$ cat src/rtl/reg8_reader.sv
// ---------------------------------------------------------------------------
// reg8_reader
//
// Read-side sequencer for an NREG x DW register file. A start pulse in IDLE
// walks the read select through entries 0..NREG-1. Each entry is captured
// one cycle after its select is applied, then offered downstream on a
// valid/ready stream while a running sum of the captured bytes is kept.
//
// Ports:
//   clk         in   system clock, rising edge
//   clr_n       in   synchronous active-low reset
//   start       in   begin a scan (only honoured in IDLE)
//   rsel        out  registered read select to the register file
//   q_in        in   register file read data (combinational from rsel)
//   dout        out  captured byte
//   dout_idx    out  entry index of dout
//   dout_valid  out  dout/dout_idx valid
//   dout_ready  in   consumer ready
//   busy        out  scan in progress (SAMPLE, SEND or DONE)
//   done        out  one-cycle pulse after the final handshake
//   sum         out  sum of all bytes captured in the current/last scan
//   dbg_state   out  current FSM state encoding (IDLE=0 SAMPLE=1 SEND=2 DONE=3)
//
// Stream handshake: a byte transfers on a rising edge where dout_valid and
// dout_ready are both high. Once raised, dout_valid, dout and dout_idx stay
// stable until that transfer. dout_valid is a register and never depends
// combinationally on dout_ready; dout_ready may be high before dout_valid.
// ---------------------------------------------------------------------------
module reg8_reader #(
   parameter int NREG = 8,
   parameter int DW   = 8,
   parameter int AW   = 3,
   parameter int SW   = 11
) (
   input  logic          clk,
   input  logic          clr_n,
   input  logic          start,
   output logic [AW-1:0] rsel,
   input  logic [DW-1:0] q_in,
   output logic [DW-1:0] dout,
   output logic [AW-1:0] dout_idx,
   output logic          dout_valid,
   input  logic          dout_ready,
   output logic          busy,
   output logic          done,
   output logic [SW-1:0] sum,
   output logic [1:0]    dbg_state
);

   typedef enum logic [1:0] {
      ST_IDLE   = 2'd0,
      ST_SAMPLE = 2'd1,
      ST_SEND   = 2'd2,
      ST_DONE   = 2'd3
   } state_t;

   state_t        r_state;
   state_t        w_next;

   // The read select doubles as the scan index: during a scan it always
   // equals the entry being sampled/sent, and it must stay at NREG-1 after
   // the scan, which is exactly where the index finishes.
   logic [AW-1:0] r_rsel;
   logic [DW-1:0] r_dout;
   logic [AW-1:0] r_dout_idx;
   logic          r_dout_valid;
   logic [SW-1:0] r_sum;

   logic          w_hs;
   logic          w_last;

   assign w_hs   = (r_state == ST_SEND) && r_dout_valid && dout_ready;
   assign w_last = (r_rsel == AW'(NREG - 1));

   // ---------------- state register ----------------
   always_ff @(posedge clk) begin
      if (!clr_n) begin
         r_state <= ST_IDLE;
      end else begin
         r_state <= w_next;
      end
   end

   // ---------------- next-state logic ----------------
   always_comb begin
      w_next = r_state;
      case (r_state)
         ST_IDLE: begin
            if (start) begin
               w_next = ST_SAMPLE;
            end
         end
         ST_SAMPLE: begin
            w_next = ST_SEND;
         end
         ST_SEND: begin
            if (w_hs) begin
               w_next = w_last ? ST_DONE : ST_SAMPLE;
            end
         end
         ST_DONE: begin
            w_next = ST_IDLE;
         end
         default: begin
            w_next = ST_IDLE;
         end
      endcase
   end

   // ---------------- datapath ----------------
   always_ff @(posedge clk) begin
      if (!clr_n) begin
         r_rsel       <= '0;
         r_dout       <= '0;
         r_dout_idx   <= '0;
         r_dout_valid <= 1'b0;
         r_sum        <= '0;
      end else begin
         case (r_state)
            ST_IDLE: begin
               if (start) begin
                  r_rsel <= '0;
                  r_sum  <= '0;
               end
            end
            ST_SAMPLE: begin
               // rsel has been stable for a full cycle, so q_in is settled.
               r_dout       <= q_in;
               r_dout_idx   <= r_rsel;
               r_sum        <= r_sum + {{(SW - DW){1'b0}}, q_in};
               r_dout_valid <= 1'b1;
            end
            ST_SEND: begin
               if (w_hs) begin
                  r_dout_valid <= 1'b0;
                  // No increment on the last entry: the index never wraps.
                  if (!w_last) begin
                     r_rsel <= r_rsel + AW'(1);
                  end
               end
            end
            default: begin
            end
         endcase
      end
   end

   // ---------------- outputs ----------------
   assign rsel       = r_rsel;
   assign dout       = r_dout;
   assign dout_idx   = r_dout_idx;
   assign dout_valid = r_dout_valid;
   assign sum        = r_sum;
   assign busy       = (r_state != ST_IDLE);
   assign done       = (r_state == ST_DONE);
   assign dbg_state  = r_state;

endmodule

$ cat config.mk
export PLATFORM = sky130hd
export DESIGN_NAME = reg8_reader
export DESIGN_NICKNAME = d
export VERILOG_FILES = /design/src/rtl/reg8_reader.sv
export SDC_FILE = /design/constraint.sdc
export NUM_CORES = 1
export LEC_CHECK = 0
export CORE_UTILIZATION = 50
export CTS_BUF_LIST = sky130_fd_sc_hd__clkbuf_4 sky130_fd_sc_hd__clkbuf_8
export CTS_CLUSTER_DIAMETER = 120
export DETAILED_ROUTE_END_ITERATION = 12
export HOLD_SLACK_MARGIN = 0.12
export PLACE_DENSITY = 0.86
export SYNTH_ARGS = -nofsm -noshare
export SYNTH_HDL_FRONTEND = slang
export SYNTH_SLANG_ARGS = --single-unit
$ cat constraint.sdc
create_clock -name clk -period 3.9 [get_ports clk]
set_clock_uncertainty 0.1 [all_clocks]
set_input_delay 1.17 -clock clk [delete_from_list [all_inputs] [get_ports clk]]
set_output_delay 1.17 -clock clk [all_outputs]
set_load 0.05 [all_outputs]
# Word-level counts from Yosys, hierarchy flattened
# Cells that the tools add are included.
[word_totals] ff_bits=28 latchBits=0 ram_bits=0 rom_bits=0 in_bits=12 word_cells=38 n_memories=0
[op_classes] addsub=2 multipliers=0 n_div=0 magnitude_cmp=0 eq_ne=7 n_shift=0 mux=12 bitwise=0 reduce_logical=11
[ops] op="$pmux 11 s2" count=1
[ops] op="$add 11x8->11" count=1
[ops] op="$mux 11" count=1
[ops] op="$mux 3" count=3
[ops] op="$pmux 2 s4" count=1
[ops] op="$reduce_bool 2->1" count=4
[ops] op="$mux 2" count=3
[ops] op="$ne 2x2->1 const B" count=3
[ops] op="$pmux 3 s2" count=1
[ops] op="$reduce_and 2->1" count=3
[ops] op="$eq 2x2->1 const B" count=2
[ops] op="$reduce_and 4->1" count=1
[ops] op="$add 3x1->3 const B" count=1
[ops] op="$eq 3x3->1 const B" count=1
[ops] op="$eq 2x1->1 const B" count=1
[ops] op="$logic_and 1x1->1" count=2
[ops] op="$logic_not 2->1" count=1
[ops] op="$pmux 1 s2" count=1
[ops] op="$mux 1" count=1

# Logic depth before layout (Yosys ltp)
[depth] depth_word=5 ltp_mapped=7

# Worst setup path before layout
# OpenSTA, ideal clock, no wires.
[synth_timing] path_kind="input to register" start="input q_in[0]" end="register r_sum[10] (netlist: sum[10])" t_arrival_ns=2.632 required_ns=3.726 path_slack_ns=1.094 path_stages=7 n_path_buf=0 path_cell_list="ha_1 > fa_1 > a211oi_1 > o21ai_1 > a32oi_1 > o211ai_1 > o21ai_0"
[synth_between] elab_chain_cells=2
[synth_lines] element="start: declaration" line_no="39" rtl="input logic [DW-1:0] q_in,"
[synth_lines] element="$add 11x8->11" line_no="130" rtl="r_sum <= r_sum + {{(SW - DW){1'b0}}, q_in};"
[synth_lines] element="$pmux 11 s2" line_no="119" rtl="case (r_state)"
[synth_lines] element="end signal: assignment" line_no="130"
[synth_lines] element="end: declaration" line_no="67" rtl="logic [SW-1:0] r_sum;"
# No other way between the ends.
# A chain may end at the register's enable or synchronous reset.

# Worst setup path after layout
[layout_timing] start="input q_in[0]" end="register r_sum[8] (netlist: sum[8])"
# Same word-level chain as after synthesis.

==> out/metrics.yaml <==
place:
  pre_cts_slack_ps: 487.6
  post-place-cells: 238
  placed_area_sq_um: 1911
  io_buffers: 41
  hpwl_microns: 2560
  gp_congestion: 0.8782
pwr:
  p_seq_share_pct: 50.0
  clockPowerShare_pct: 23.3
  p_leak_nw: 0.7405
  peakVddDrop_mv: 0.2440
  internal_power_w: 0.0004176
  p_per_area_nw_per_um2: 316.4
  combPwrFrac_pct: 26.6
  power_switching_w: 0.0001983
  switching_share_pct: 32.20
critical_path:
  end_kind: "flip-flop"
  crit_required_ps: 4080
  cp_slowest_cell: "clkdlybuf4s50_1"
  cp.depth: 8
  crit_family: "compound AO/OA/AOI/OAI gates"
  path_max_fanout: 4
  r2r_slack_ps: 1730
  r2r-start: "sum[0]"
  worstPathArrival_ps: 3290
  slowest_delay_ps: 430
  regToRegEndpoint: "sum[8]"
  reg2regPathDepth: 7
  worstPathCellList: "clkdlybuf4s50_1, ha_1, fa_1, a211oi_1, o21ai_1, a32oi_1, nand3_1, o21ai_0"
  cp_num_buf_inv: 1
  crit_type: "input pin to flip-flop"
  startpoint_type: "input pin"
synthesis:
  synthTopCellsByArea: "dfxtp_1 38%, ha_1 8.4%, nand2_1 6.8%, a21boi_1 5.1%, nand2b_1 4.2%"
  synth_seq_cells: 28
  yosys.area.top_type: "dfxtp_1"
  ys_seq_area_share_pct: 37.84
  synth_commonest_cells: "28 x dfxtp_1, 27 x nand2_1, 10 x a21boi_1, 10 x ha_1, 10 x nand2b_1"
  synth_edf_count: 0
  yosysTopAreaCellShare_pct: 37.84
  synth_cell_types: 35
  synthesis.instances: 172
  synthFlopType: "dfxtp_1"
  synth_most_common_cell: "dfxtp_1"
  yosysWarnings: 0
  avgSynthCellArea_sq_um: 8.613
  syn-num-nets: 195
  synth_area_sq_um: 1481
  async_flop_share_pct: 0
min_path:
  min_path_cells: 2
  hold_end: "dout_idx[2]"
  hold_class: "flip-flop to flip-flop"
  min-delay-start: "dout_idx[2]"
detailed_routing:
  m1WireLength_microns: 1542
  drtAntennaViolNets: 0
  wl_per_cell_microns: 14.20
  drcViolationCount: 0
  highest_layer: "met4"
  num_vias: 1375
  wl_microns: 3437
  viasPerCell: 5.682
  route.met3.wl_microns: 180
  first_pass_iters: 4
  drt_iter0_markers: 66
  wl_met2_microns: 1696
floorplanning:
  die_h_microns: 56.43
  rows: 19
  core_sq_um: 2781
  die-area_sq_um: 3184
  start_util_pct: 53.26
  io_pins: 42
  die_w_microns: 56.43
timing:
  drv_slew: 0
  post-route-period-util_pct: 79.92
  slew_headroom_pct: 57.09
  setup_viol: 0
  timing.final.ws_setup_ps: 783.2
  final.min_clock_period_ps: 3117
  finalHoldViolCount: 0
  rsz0062_at_grt: "false"
  worst_slew_pin_slew_ps: 642.3
  tns_ps: 0
  fmax_mhz: 320.8
grt:
  grt_pass1_vias: 1286
  globalRouteOverflowTotal: 0
  grt_max_degree: 24
  grt_usage_pct: 22.59
  antenna_found_initial: 0
  grt_pass1_wl_microns: 5789
finish:
  nNetsFinal: 235
  design_area_sq_um: 1947
  area_delta_synth_final_pct: 31.42
  antenna_cells: 0
  drive_above_1_share_pct: 2.844
  final_cells: 242
cts:
  clock_path_buffers: 2
  clk_latency_ps: 330
  cts_buffers: 3
  cts_resized: 0
  hold_buffers: 0
  root_buffer: "clkbuf_4"
  clock-sinks: 28
  cts.clk_slew.worst_paths_ps: 150
  htreeDepth: 1
  cts_setup_buffers: 0
  cts_tree: "yes"
status:
  status: "completed"
run:
  max_cap_violations: 0
sequential cells by signal, summed over array words and instances (netlist names):
register,count
sum,11
dout,8
dout_idx,3
dout_valid,1
dbg_state,2
rsel,3
area by class of cell:
type,count,area (sq um)
inverters,2,7.507
fillers,235,834.6
flip-flops and latches,28,560.5
repair buffers,43,425.4
clock buffers,4,36.28
multi-input cells,134,878.3
well taps,31,38.79
through the flow:
step	util, %	power [W]	hold WS, ps
floorplan	-	0.0004226	573.8
global placement	68.69	0.0004723	339.5
global route	70.00	0.0006424	384.4
CTS	70.00	0.0006161	363.6
detailed placement	68.69	0.0004776	344.3
finish	70.00	0.0006159	360.7
worst reg2reg max path, cell delays in order, from the launching register on:
cell and delay, ps:
dfxtp_1 350, ha_1 220, fa_1 420, a211oi_1 350, o21ai_1 150, a32oi_1 320
nand3_1 120, o21ai_0 90
worst max-delay path by stage:
stage	start	endpoint	slack (ps)
after floorplan	q_in[0]	sum[10]	1090
after global placement	q_in[0]	sum[10]	530
after detailed placement	q_in[0]	sum[10]	490
after CTS	dbg_state[1]	busy	790
after global routing	q_in[0]	sum[10]	560
final	q_in[0]	sum[8]	780
power groups by stage:
stage | clock network (W) | logic, W | registers (W)
4_1_cts | 0.000144 | 0.000164 | 0.000308
3_3_place_gp | 0 | 0.000159 | 0.000314
3_5_place_dp | 0 | 0.000163 | 0.000315
6_report | 0.000144 | 0.000164 | 0.000308
5_1_grt | 0.000156 | 0.000175 | 0.000311
2_1_floorplan | 0 | 0.0000734 | 0.000349
cells in the final DEF (no fill, tap or decap), types with 2 or more instances in the layout:
master,n
nor3_1,2
a21o_1,2
xor2_1,2
a21boi_1,10
nor2_1,2
o21bai_1,3
a211oi_1,4
a22oi_1,4
ha_1,10
o21a_1,2
nand2b_1,10
clkdlybuf4s50_1,41
inv_1,2
o211ai_1,2
a211o_1,2
nor2b_1,7
a21boi_0,6
o21ai_1,4
dfxtp_1,28
buf_4,2
nand3_1,8
a21oi_1,7
o21ai_0,8
nand4b_1,2
nand2_1,27
clkbuf_4,3
cell families (layout without fill, tap and decap cells):
family	after synthesis	after routing	share of synthesized area, %
AOI/OAI and AO/OA	56	56	25.51
xor gates and xnor gates	3	3	1.774
adders and majority gates	11	11	9.797
buffers and inverters	10	49	2.872
DFF	28	28	37.84
muxes	1	1	0.6757
and+or+nand+nor	63	63	21.54
routing by layer:
| layer | GRT usage [%] | up-vias |
|---|---|---|
| met3 | 2.304 | 6 |
| li1 | - | 693 |
| met5 | 0 | - |
| met2 | 38.15 | 41 |
| met4 | 6.620 | 0 |
| met1 | 30.36 | 635 |
(Power assumes the default switching activity.)
